**config.mk**
```make
export PLATFORM = sky130hd
export DESIGN_NAME = ifetch_unit
export DESIGN_NICKNAME = d
export VERILOG_FILES = /design/src/rtl/ifetch_pkg.sv /design/src/rtl/ifetch_fifo.sv /design/src/rtl/ifetch_unit.sv
export SDC_FILE = /design/constraint.sdc
export NUM_CORES = 1
export LEC_CHECK = 0
export BUFFER_PORTS_ARGS = -buffer_cell sky130_fd_sc_hd__buf_2
export CORE_UTILIZATION = 40
export DETAILED_ROUTE_END_ITERATION = 6
export HOLD_SLACK_MARGIN = 0.03
export SYNTH_ARGS = -nofsm -noshare
export SYNTH_HDL_FRONTEND = slang
export SYNTH_SLANG_ARGS = --single-unit
```
**constraint.sdc**
```tcl
create_clock -name clk_i -period 3.5 [get_ports clk_i]
set_input_delay 0.175 -clock clk_i [delete_from_list [all_inputs] [get_ports clk_i]]
set_output_delay 0.175 -clock clk_i [all_outputs]
set_load 0.02 [all_outputs]
```
**src/rtl/ifetch_pkg.sv**
```systemverilog
// Shared types and constants for the instruction-fetch block.
//   fetch_state_e : fetch FSM states (boot, running, parked on a fault)
//   fetch_entry_t : one buffered fetch result {pc, inst, fault}
//   INST_NOP      : instruction substituted for a faulting fetch
//   fetch_fault() : misaligned / out-of-range test for a byte address
package ifetch_pkg;

    typedef enum logic [1:0] {
        S_BOOT  = 2'd0,
        S_RUN   = 2'd1,
        S_FAULT = 2'd2
    } fetch_state_e;

    typedef struct packed {
        logic [31:0] pc;
        logic [31:0] inst;
        logic        fault;
    } fetch_entry_t;

    localparam logic [31:0] INST_NOP = 32'h0000_0013;

    // A fetch faults when the address is not word aligned or its word index
    // lies beyond the end of instruction memory.
    function automatic logic fetch_fault(input logic [31:0] addr,
                                         input int unsigned mem_words);
        return (addr[1:0] != 2'b00) || ({2'b00, addr[31:2]} >= mem_words);
    endfunction

endpackage

```
**src/rtl/ifetch_fifo.sv**
```systemverilog
// Two-entry in-order buffer of fetch results between fetch and decode.
//   clk_i, rst_ni : clock, asynchronous active-low reset
//   push, entry   : write one entry at the tail
//   pop           : remove the head (ignored when empty)
//   flush         : drop all entries; wins over push/pop
//   head          : registered head entry
//   count         : number of stored entries (0..2)
// Push and pop may occur together at any occupancy; the caller never pushes
// into a full buffer without popping in the same cycle.
module ifetch_fifo
    import ifetch_pkg::*;
(
    input  logic         clk_i,
    input  logic         rst_ni,
    input  logic         push,
    input  logic         pop,
    input  logic         flush,
    input  fetch_entry_t entry,
    output fetch_entry_t head,
    output logic [1:0]   count
);

    fetch_entry_t mem [2];
    logic         rd_ptr;
    logic         wr_ptr;
    logic         do_pop;

    assign do_pop = pop && (count != 2'd0);
    assign head   = mem[rd_ptr];

    // NOTE: storage is reset as well as the pointers so the head outputs read
    // as zero straight out of reset; sequential state uses <= only so every
    // register samples the pre-edge values.
    always_ff @(posedge clk_i or negedge rst_ni) begin
        if (!rst_ni) begin
            mem[0] <= '0;
            mem[1] <= '0;
            rd_ptr <= 1'b0;
            wr_ptr <= 1'b0;
            count  <= 2'd0;
        end else if (flush) begin
            rd_ptr <= 1'b0;
            wr_ptr <= 1'b0;
            count  <= 2'd0;
        end else begin
            if (push) begin
                mem[wr_ptr] <= entry;
                wr_ptr      <= ~wr_ptr;
            end
            if (do_pop) begin
                rd_ptr <= ~rd_ptr;
            end
            count <= count + {1'b0, push} - {1'b0, do_pop};
        end
    end

endmodule

```
**src/rtl/ifetch_unit.sv**
```systemverilog
// Instruction-fetch initiator. Owns the PC, drives it to a combinational
// instruction memory, buffers each returned word with its PC and presents it
// to decode over a valid/ready handshake.
//   clk_i, rst_ni   : clock, asynchronous active-low reset
//   imem_addr_o     : byte address to imem (the PC register)
//   imem_inst_i     : word returned for imem_addr_o in the same cycle
//   redirect_i      : load redirect_pc_i into the PC and flush the buffer
//   redirect_pc_i   : redirect target byte address
//   if_valid_o      : buffer head holds an entry
//   if_ready_i      : decode accepts the head
//   if_inst_o/pc_o  : head instruction and its PC
//   if_fault_o      : head is a fetch fault (instruction is a NOP)
module ifetch_unit
    import ifetch_pkg::*;
#(
    parameter logic [31:0] RESET_PC  = 32'h0000_0000,
    parameter int unsigned MEM_WORDS = 2048
) (
    input  logic        clk_i,
    input  logic        rst_ni,
    output logic [31:0] imem_addr_o,
    input  logic [31:0] imem_inst_i,
    input  logic        redirect_i,
    input  logic [31:0] redirect_pc_i,
    output logic        if_valid_o,
    input  logic        if_ready_i,
    output logic [31:0] if_inst_o,
    output logic [31:0] if_pc_o,
    output logic        if_fault_o
);

    fetch_state_e state_q, state_d;
    logic [31:0]  pc_q, pc_d;
    logic         push;
    logic         fire;
    logic         pc_fault;
    fetch_entry_t new_entry;
    fetch_entry_t head;
    logic [1:0]   count;

    assign fire     = if_valid_o && if_ready_i;
    assign pc_fault = fetch_fault(pc_q, MEM_WORDS);

    // NOTE: every output of this block is given a default before any branch,
    // so no path leaves a value unassigned and no latch is inferred.
    always_comb begin
        state_d   = state_q;
        pc_d      = pc_q;
        push      = 1'b0;
        new_entry = '{pc: pc_q, inst: imem_inst_i, fault: 1'b0};
        if (pc_fault) begin
            new_entry.inst  = INST_NOP;
            new_entry.fault = 1'b1;
        end

        if (redirect_i) begin
            // Redirect overrides any enqueue; the buffer is flushed below.
            pc_d = redirect_pc_i;
            unique case (state_q)
                S_BOOT:  state_d = S_RUN;
                S_RUN:   state_d = S_RUN;
                S_FAULT: if (!fetch_fault(redirect_pc_i, MEM_WORDS)) state_d = S_RUN;
                default: state_d = S_BOOT;
            endcase
        end else begin
            unique case (state_q)
                S_BOOT:  state_d = S_RUN;
                S_RUN: begin
                    // A full buffer still accepts a new entry when its head
                    // leaves in the same cycle.
                    if ((count != 2'd2) || fire) begin
                        push = 1'b1;
                        if (pc_fault) begin
                            // Park on the faulting PC so only one fault entry is made.
                            state_d = S_FAULT;
                        end else begin
                            pc_d = pc_q + 32'd4;
                        end
                    end
                end
                S_FAULT: state_d = S_FAULT;
                default: state_d = S_BOOT;
            endcase
        end
    end

    always_ff @(posedge clk_i or negedge rst_ni) begin
        if (!rst_ni) begin
            state_q <= S_BOOT;
            pc_q    <= RESET_PC;
        end else begin
            state_q <= state_d;
            pc_q    <= pc_d;
        end
    end

    ifetch_fifo u_fifo (
        .clk_i  (clk_i),
        .rst_ni (rst_ni),
        .push   (push),
        .pop    (fire),
        .flush  (redirect_i),
        .entry  (new_entry),
        .head   (head),
        .count  (count)
    );

    assign imem_addr_o = pc_q;
    assign if_valid_o  = (count != 2'd0);
    assign if_inst_o   = head.inst;
    assign if_pc_o     = head.pc;
    assign if_fault_o  = head.fault;

endmodule

```
==> results.yml, run 1 <==
global_routing:
  grt_max_degree: 79
  grt_pass1_vias: 5776
  grtUsageTotal: 0.190
  grt_antenna_before_repair: 2
  grt_pass1_wl_um: 29400
  grt_remaining_overflow: 0
routing:
  drt-wirelength-per-cell_um: 16.2
  drt_iter0_markers: 241
  dr_total_vias: 5451
  wirelength_um: 18200
  antenna_left: 0
  dr.pass1.iters: 5
  vias_per_cell: 4.87
  drc: 0
setup_path:
  slowest_delay_ns: 0.62
  crit_fanout: 13
  cp_cell_sequence: "nor4_1 > nand4_1 > nor3_1 > mux2_2 > mux2_2"
  cp-end-kind: "flip-flop"
  critical_path_class: "reg2reg"
  crit_family: "simple AND/OR/NAND/NOR gates"
  cp_num_cells: 5
  start_kind: "flip-flop"
  r2r_cells: 5
  path_buf_inv: 0
  crit_arrival_ns: 3.01
  crit_slowest_cell: "nand4_1"
  required_ns: 3.80
  crit_path_frequent_cell: "mux2_2"
synthesis:
  syn_nets: 746
  ys_types: 38
  avgSynthCellArea_sq_um: 11.6
  syn_area_sq_mm: 0.00778
  yosys_warnings: 0
  synth_common_cells: "dfrtp_1, mux2_2, nand2_1, o21ai_0, buf_4"
  ys.flop_type: "dfrtp_1"
  syn-instance-count: 670
  yosys.area.top_type_share: 0.540
  synth.area.top_cells: "dfrtp_1, mux2_2, nand2_1"
  synth_async_sr_flop_share: 1.00
  yosysMostFrequentCell: "dfrtp_1"
  yosys.area.top_type: "dfrtp_1"
  yosysSeqAreaShare: 0.540
  ys_ff_latch: 168
  synth_edf_count: 0
clocking:
  clk_pin_slew_ns: 0.06
  cts_root_buffer: "clkbuf_16"
  cts_tree: "yes"
  cts_setup_buffers: 0
  cts.repair.resized: 0
  cts_sinks: 168
  insertion_delay_ns: 0.42
  htreeDepth: 4
  postCtsHoldBufs: 57
  clock_path_buffers: 2
  cts_buffers: 17
sta:
  hold_viol: 0
  worst_slew_pin_slew_ns: 0.927
  max_freq_mhz: 369
  period_minus_slack_ns: 2.71
  fin_crit_sh: 0.775
  finalSetupViolCount: 0
  relSlewSlack: 0.382
  rsz0062_at_grt: "no"
  setup_tns_ns: 0
  slew_viol_final: 0
  skew_ns: 0.0134
final_layout:
  area_delta_synth_final_pct: 25.0
  regArea_sq_mm: 0.00421
  final_util: 0.515
  layout-drive-gt1-share: 0.417
  nFillCells: 1685
  multiInputGateArea_sq_mm: 0.00311
  nets: 923
die:
  dieArea_sq_mm: 0.0200
  die_h_um: 141
  io_pins: 166
  chipWidth_um: 141
  start_util: 0.412
  core_area_sq_mm: 0.0189
  rows: 50
power:
  p_leak_nw: 4.49
  power_density_mw_per_mm2: 704
  vdd_drop_max_mv: 0.467
place:
  io_buffers: 165
  dp_hpwl_um: 12000
  gp_congestion: 0.771
job:
  cap_viol_max_count: 0
outcome:
  status: "finished clean"
worst_hold_path:
  hold_class: "in2reg"
  min_path_cells: 3
## report_power, final
part	switching, mW	leakage [nW]	internal, mW	total, mW
Sequential	0.324	2.13	2.43	2.75
Combinational	1.22	2.09	1.06	2.28
Clock	0.732	0.272	1.08	1.81
## metrics by stage
step / instances / hold slack (ns) / instance area, sq um / setup slack [ns] / power, mW
floorplan: 670 / -0.121 / 7780 / 1.65 / 4.38
CTS: 1118 / 0.0328 / 9720 / 0.779 / 6.93
global route: 1118 / 0.0407 / 9720 / 0.599 / 7.23
detailed placement: 1031 / 0.194 / 8580 / 0.795 / 5.05
global placement: 1031 / 0.186 / 8580 / 0.864 / 4.94
finish: 1120 / 0.0458 / 9720 / 0.788 / 6.84
## tightest hold or removal path: stages
cell and delay, ns:
buf_2 0.10, nand2_1 0.07, o21ai_0 0.07
## flip-flops by register name, indices dropped and copies added, names as in the netlist
signal / flops
u_fifo.count: 2
imem_addr_o: 32
state_q: 2
u_fifo.wr_ptr: 1
u_fifo.rd_ptr: 1
u_fifo.mem: 130
## layer usage
| metal | GRT usage | vias up | part of all wire |
|---|---|---|---|
| met4 | 0.0640 | 0 | 0.018 |
| met1 | 0.243 | 2649 | 0.46 |
| li1 | - | 2636 | - |
| met2 | 0.309 | 143 | 0.47 |
| met5 | 0 | - | 0 |
| met3 | 0.0553 | 23 | 0.050 |
## cell usage in the layout (no fill, tap or decap), types with 2 or more instances in the layout
master         synthesis  routed
and3_1                 2       2
buf_4                 37       6
clkinv_2               0       3
xor2_1                 4       4
clkbuf_1              20       3
and4_1                 2       2
nand2_1              113     113
bufinv_16              0       2
buf_12                 0       2
nand4_1                4       4
clkbuf_16              0      17
nor4_1                12      12
mux2i_1                3       3
clkinvlp_4             0       2
inv_1                  8       8
dlygate4sd3_1          0      57
nor2_1                10       9
mux2_2               148     148
o21ai_0               78      78
ha_1                   8       8
nand2b_1               2       2
nand3_1                3       3
diode_2                0       2
clkbuf_8               0       2
xnor2_1               10      10
o21ai_1                2       2
buf_2                 10     164
dfrtp_1              168     167
or2_2                  2       2
nor3_1                 6       6
## area by class of cell
class	instances	area share
Antenna cell	2	0.000515
Clock buffer	22	0.0477
Clock inverter	8	0.0102
Inverter	8	0.00309
Multi-Input combinational cell	422	0.320
Sequential cell	168	0.433
Tap cell	260	0.0335
Timing Repair Buffer	230	0.153
## kinds of logic after synthesis
logic type | count (synthesis) | synth area share
AO/OA/AOI/OAI | 84 | 0.0566
XOR/XNOR | 14 | 0.0158
adder cells (fa/ha/maj) | 8 | 0.0129
buffers and inverters | 80 | 0.0611
flip-flops | 168 | 0.540
multiplexers | 151 | 0.218
AND/OR/NAND/NOR | 165 | 0.0951
## final timing paths
check,from,to,slack (ns)
min in group asynchronous,rst_ni,u_fifo.mem[20],0.30
worst min register to register,u_fifo.mem[35],u_fifo.mem[35],0.47
worst min-delay path,imem_inst_i[7],u_fifo.mem[8],0.05
worst max register to register,imem_addr_o[20],imem_addr_o[3],0.79
worst max-delay path,imem_addr_o[20],imem_addr_o[3],0.79
max in group asynchronous,rst_ni,u_fifo.rd_ptr,2.20
Power figures use the tool's default switching activity.
==> run 2, diff against run 1 <==
==> constraint.sdc (replaced) <==
create_clock -name clk_i -period 2.2 [get_ports clk_i]
set_input_delay 0.11 -clock clk_i [delete_from_list [all_inputs] [get_ports clk_i]]
set_output_delay 0.11 -clock clk_i [all_outputs]
set_load 0.02 [all_outputs]
==> results.yml, run 2 (same netlist as run 1, synthesis figures left out) <==
routing:
  drc: 0
  antenna_left: 0
  wl_met3_um: 874
  m1WireLength_um: 8310
  top_layer: "met4"
  vias_per_cell: 4.95
  drt_iter0_markers: 216
  dr_total_vias: 5633
  met2WireLength_um: 8980
  wirelength_um: 18500
  dr.pass1.iters: 4
  drt-wirelength-per-cell_um: 16.3
sta:
  slew_viol_final: 0
  hold_viol: 0
  relSlewSlack: 0.564
  worst_slew_pin_slew_ns: 0.654
  period_minus_slack_ns: 2.08
  setup_tns_ns: 0
  finalSetupViolCount: 0
  rsz0062_at_grt: "no"
  max_freq_mhz: 481
  skew_ns: 0.00747
  holdWs_ns: 0.153
  fin_crit_sh: 0.945
clocking:
  cts_sinks: 168
  insertion_delay_ns: 0.42
  cts_buffers: 17
  clk_pin_slew_ns: 0.06
  cts_tree: "yes"
  clock_path_buffers: 2
  cts_root_buffer: "clkbuf_16"
  htreeDepth: 4
die:
  die_h_um: 141
  core_area_sq_mm: 0.0189
  start_util: 0.412
  chipWidth_um: 141
  dieArea_sq_mm: 0.0200
  rows: 50
  io_pins: 166
final_layout:
  largest_reg_flops: 130
  finalNonFillerCells: 1138
  area_delta_synth_final_pct: 28.7
  num_antenna_cells: 0
  final_cell_mix: "dfrtp_1, buf_2, mux2_2"
  final_common_cell: "dfrtp_1"
  nFillCells: 1675
  nets: 942
  layout-drive-gt1-share: 0.421
  largest-register: "u_fifo.mem"
worst_hold_path:
  hold_class: "in2reg"
global_routing:
  grt_pass1_wl_um: 30100
  grt_max_degree: 68
  grt_pass1_vias: 5917
  grt_antenna_before_repair: 0
  grtUsageTotal: 0.194
  grt_remaining_overflow: 0
setup_path:
  crit_family: "simple AND/OR/NAND/NOR gates"
  start_kind: "flip-flop"
  cp_cell_sequence: "nor4_2 > nand4_1 > buf_4 > nor4_1 > xor2_1 > mux2_2"
  cp_num_cells: 6
  reg2reg_setup_slack_ns: 0.12
  required_ns: 2.51
  setup.worst_path.start: "imem_addr_o[17]"
  cp-end-kind: "flip-flop"
  crit_end: "imem_addr_o[9]"
  crit_arrival_ns: 2.39
  slowest_delay_ns: 0.42
  path_buf_inv: 1
  reg2reg_from: "imem_addr_o[17]"
  rr_endpoint: "imem_addr_o[9]"
  r2r_cells: 6
  critical_path_class: "reg2reg"
  crit_fanout: 12
  crit_slowest_cell: "dfrtp_1"
place:
  place_inst: 1040
  gp_congestion: 0.781
  dp_hpwl_um: 12400
  io_buffers: 165
outcome:
  status: "finished clean"
power:
  vdd_drop_max_mv: 0.675
  power_mw: 11.2
  power_density_mw_per_mm2: 1110
  p_leak_nw: 4.62
job:
  cap_viol_max_count: 0
## run 2: cell count changes in the layout (fill, tap and decap cells not counted), sizes merged
cell / before / now
diode: 2 / 0
buf: 173 / 182
clkinv: 4 / 3
clkinvlp: 2 / 4
clkbuf: 22 / 20
bufinv: 2 / 3
dlygate4sd3: 57 / 67
inv: 8 / 9
## run 2: stage by stage
stage	area [sq um]	util	setup WS, ns
floorplan	7780	-	0.348
global placement	8740	0.463	0.0625
detailed placement	8740	0.463	0.0710
CTS	10000	0.530	0.0363
global route	10000	0.530	0.0108
finish	10000	0.530	0.121
## run 2: metal layers
layer / global-route usage / up-vias
li1: - / 2672
met1: 0.244 / 2785
met2: 0.327 / 152
met3: 0.0435 / 24
met4: 0.0707 / 0
met5: 0 / -
## run 2: timing repair
item	4_1_cts	5_1_grt
setup endpoints to repair	0	16
resized for setup	0	1
buffers inserted	0	0
hold buffers	67	0
hold endpoints to repair	162	0
## run 2: final cells by class
cell class	count	area, sq um	area share
clock buffers	20	447	0.0446
clock inverters	11	148	0.0147
inverters	8	30.0	0.00300
multi-input cells	422	3110	0.311
flip-flops and latches	168	4210	0.420
well taps	260	325	0.0325
repair buffers	249	1740	0.174
## run 2: worst min path at each step
stage | startpoint | endpoint | slack, ns | depth (start not counted)
5_1_grt | if_ready_i | u_fifo.rd_ptr | 0.16 | 4
3_5_place_dp | rst_ni | u_fifo.mem[20] | 0.16 | 1
2_1_floorplan | rst_ni | imem_addr_o[0] | -0.19 | 0
4_1_cts | if_ready_i | u_fifo.rd_ptr | 0.13 | 4
3_3_place_gp | rst_ni | u_fifo.mem[20] | 0.14 | 1
6_report | if_ready_i | u_fifo.rd_ptr | 0.15 | 4
## run 2: report_power, final
group,internal [mW],total (mW),switching (mW),leakage (nW)
combinational,1.79,3.85,2.06,2.21
clock,1.81,3.03,1.22,0.279
sequential,3.86,4.28,0.425,2.13
total,7.46,11.2,3.70,4.62
## run 2: worst reg2reg max path, cell delays in order, from the launching register on
cell and delay [ns]:
dfrtp_1 0.42, nor4_2 0.35, nand4_1 0.23, buf_4 0.25, nor4_1 0.33, xor2_1 0.11, mux2_2 0.27
==> run 3, diff against run 2 <==
--- a/config.mk
+++ b/config.mk
@@ -9,6 +9,7 @@
 export CORE_UTILIZATION = 40
 export DETAILED_ROUTE_END_ITERATION = 6
 export HOLD_SLACK_MARGIN = 0.03
+export REMOVE_ABC_BUFFERS = 1
 export SYNTH_ARGS = -nofsm -noshare
 export SYNTH_HDL_FRONTEND = slang
 export SYNTH_SLANG_ARGS = --single-unit
==> constraint.sdc (replaced) <==
create_clock -name clk_i -period 2.2 [get_ports clk_i]
set_input_delay 0.11 -clock clk_i [delete_from_list [all_inputs] [get_ports clk_i]]
set_output_delay 0.11 -clock clk_i [all_outputs]
set_load 0.005 [all_outputs]
==> results.yml, run 3 (same netlist as run 1, synthesis figures left out) <==
job:
  cap_viol_max_count: 0
clocking:
  cts_tree: "yes"
  cts_setup_buffers: 0
  clk_pin_slew_ns: 0.07
  htreeDepth: 4
  cts_sinks: 168
  cts_buffers: 17
  cts_root_buffer: "clkbuf_16"
  clock_path_buffers: 2
  insertion_delay_ns: 0.42
final_layout:
  largest-register: "u_fifo.mem"
  final_common_cell: "dfrtp_1"
  largest_reg_flops: 130
  finalInstanceArea_sq_mm: 0.0100
  layout-drive-gt1-share: 0.428
  final_cell_mix: "dfrtp_1, buf_2, mux2_2"
  nets: 946
  num_antenna_cells: 0
  area_delta_synth_final_pct: 28.7
place:
  io_buffers: 165
  place_area_sq_mm: 0.00874
  dp_hpwl_um: 12500
  gp_congestion: 0.776
  pre_cts_ws_ns: 0.00181
global_routing:
  grt_antenna_before_repair: 0
  grtUsageTotal: 0.196
  use_met1: 0.247
  grt_busiest_layer: "met2"
  globalRouteMet2Util: 0.340
  grt_pass1_wl_um: 30600
  grt_remaining_overflow: 0
  grt_max_degree: 58
  use_met3: 0.0439
  grt_pass1_vias: 6007
power:
  vdd_drop_max_mv: 0.585
  power_density_mw_per_mm2: 1050
  p_leak_nw: 4.64
  power_mw: 10.5
setup_path:
  crit_slowest_cell: "dfrtp_1"
  required_ns: 2.54
  start_kind: "flip-flop"
  cp-end-kind: "flip-flop"
  slowest_delay_ns: 0.42
  path_buf_inv: 1
  crit_arrival_ns: 2.37
  crit_fanout: 12
  cp_cell_sequence: "nor4_2 > nand4_1 > buf_4 > or2_2 > o21ai_2 > mux2i_1"
  critical_path_class: "reg2reg"
  crit_family: "simple AND/OR/NAND/NOR gates"
routing:
  antenna_left: 0
  drt_iter0_markers: 211
  vias_per_cell: 4.93
  drc: 0
  drt-wirelength-per-cell_um: 16.3
  dr.pass1.iters: 4
  dr_total_vias: 5630
  wirelength_um: 18600
sta:
  worst_slew_pin_slew_ns: 0.573
  slew_viol_final: 0
  max_freq_mhz: 492
  relSlewSlack: 0.618
  fin_crit_sh: 0.924
  skew_ns: 0.00960
  finalSetupViolCount: 0
  period_minus_slack_ns: 2.03
  holdWs_ns: 0.125
  fin_ws_ns: 0.168
  setup_tns_ns: 0
  hold_viol: 0
die:
  chipWidth_um: 141
  io_pins: 166
  rows: 50
  core_area_sq_mm: 0.0189
  die_h_um: 141
  dieArea_sq_mm: 0.0200
  start_util: 0.412
worst_hold_path:
  hold_class: "in2reg"
outcome:
  status: "finished clean"
-- run 3: cell count changes in the layout (fill, tap and decap cells not counted), moves of 2 or more --
| cell | delta |
|---|---|
| clkbuf_8 | +2 |
| buf_4 | +8 |
| clkinvlp_4 | -2 |
| buf_12 | -3 |
| clkinv_2 | +2 |
-- run 3: worst paths after layout --
kind                                  from  cells after the start  slack (ns)              to
max                        imem_addr_o[25]                      6        0.17      state_q[0]
min                             if_ready_i                      4        0.13   u_fifo.rd_ptr
max reg2reg                imem_addr_o[25]                      6        0.17      state_q[0]
min reg2reg                 u_fifo.mem[96]                      2        0.47  u_fifo.mem[96]
max in group asynchronous           rst_ni                      3        1.27  u_fifo.mem[97]
min in group asynchronous           rst_ni                      2        0.20  u_fifo.mem[14]
-- run 3: where the power goes --
part / internal [mW] / switching, mW
Clock: 1.76 / 1.25
Sequential: 3.86 / 0.433
Combinational: 1.78 / 1.46
Total: 7.40 / 3.14
-- run 3: through the flow --
step            util  instances
2_1_floorplan      -        598
3_3_place_gp   0.463       1045
3_5_place_dp   0.463       1045
4_1_cts        0.529       1143
5_1_grt        0.530       1143
6_report       0.530       1143
-- run 3: repair_timing --
action / CTS / global route
gates resized for setup: 1 / 2
cloned: 0 / 0
hold buffers: 66 / 0
endpoints found under the setup margin: 2 / 6
hold endpoints to repair: 149 / 0
pin swaps: 0 / 0
-- run 3: area by class of cell --
class / instances / area (sq um)
clock buffers: 21 / 470
well taps: 260 / 325
fillers: 1675 / 8880
repair buffers: 253 / 1730
inverters: 8 / 30.0
multi-input cells: 422 / 3130
clock inverters: 11 / 121
flip-flops and latches: 168 / 4210
-- run 3: per-layer routing --
layer	vias to the layer above	share of wire
met5	-	0
met4	0	0.0092
met3	14	0.048
met2	143	0.50
met1	2791	0.45
li1	2682	-
-- run 3: tightest hold or removal path, cell delays in order --
cell and delay (ns):
buf_2 0.09, and2_1 0.16, xnor2_1 0.07, nor2_1 0.07
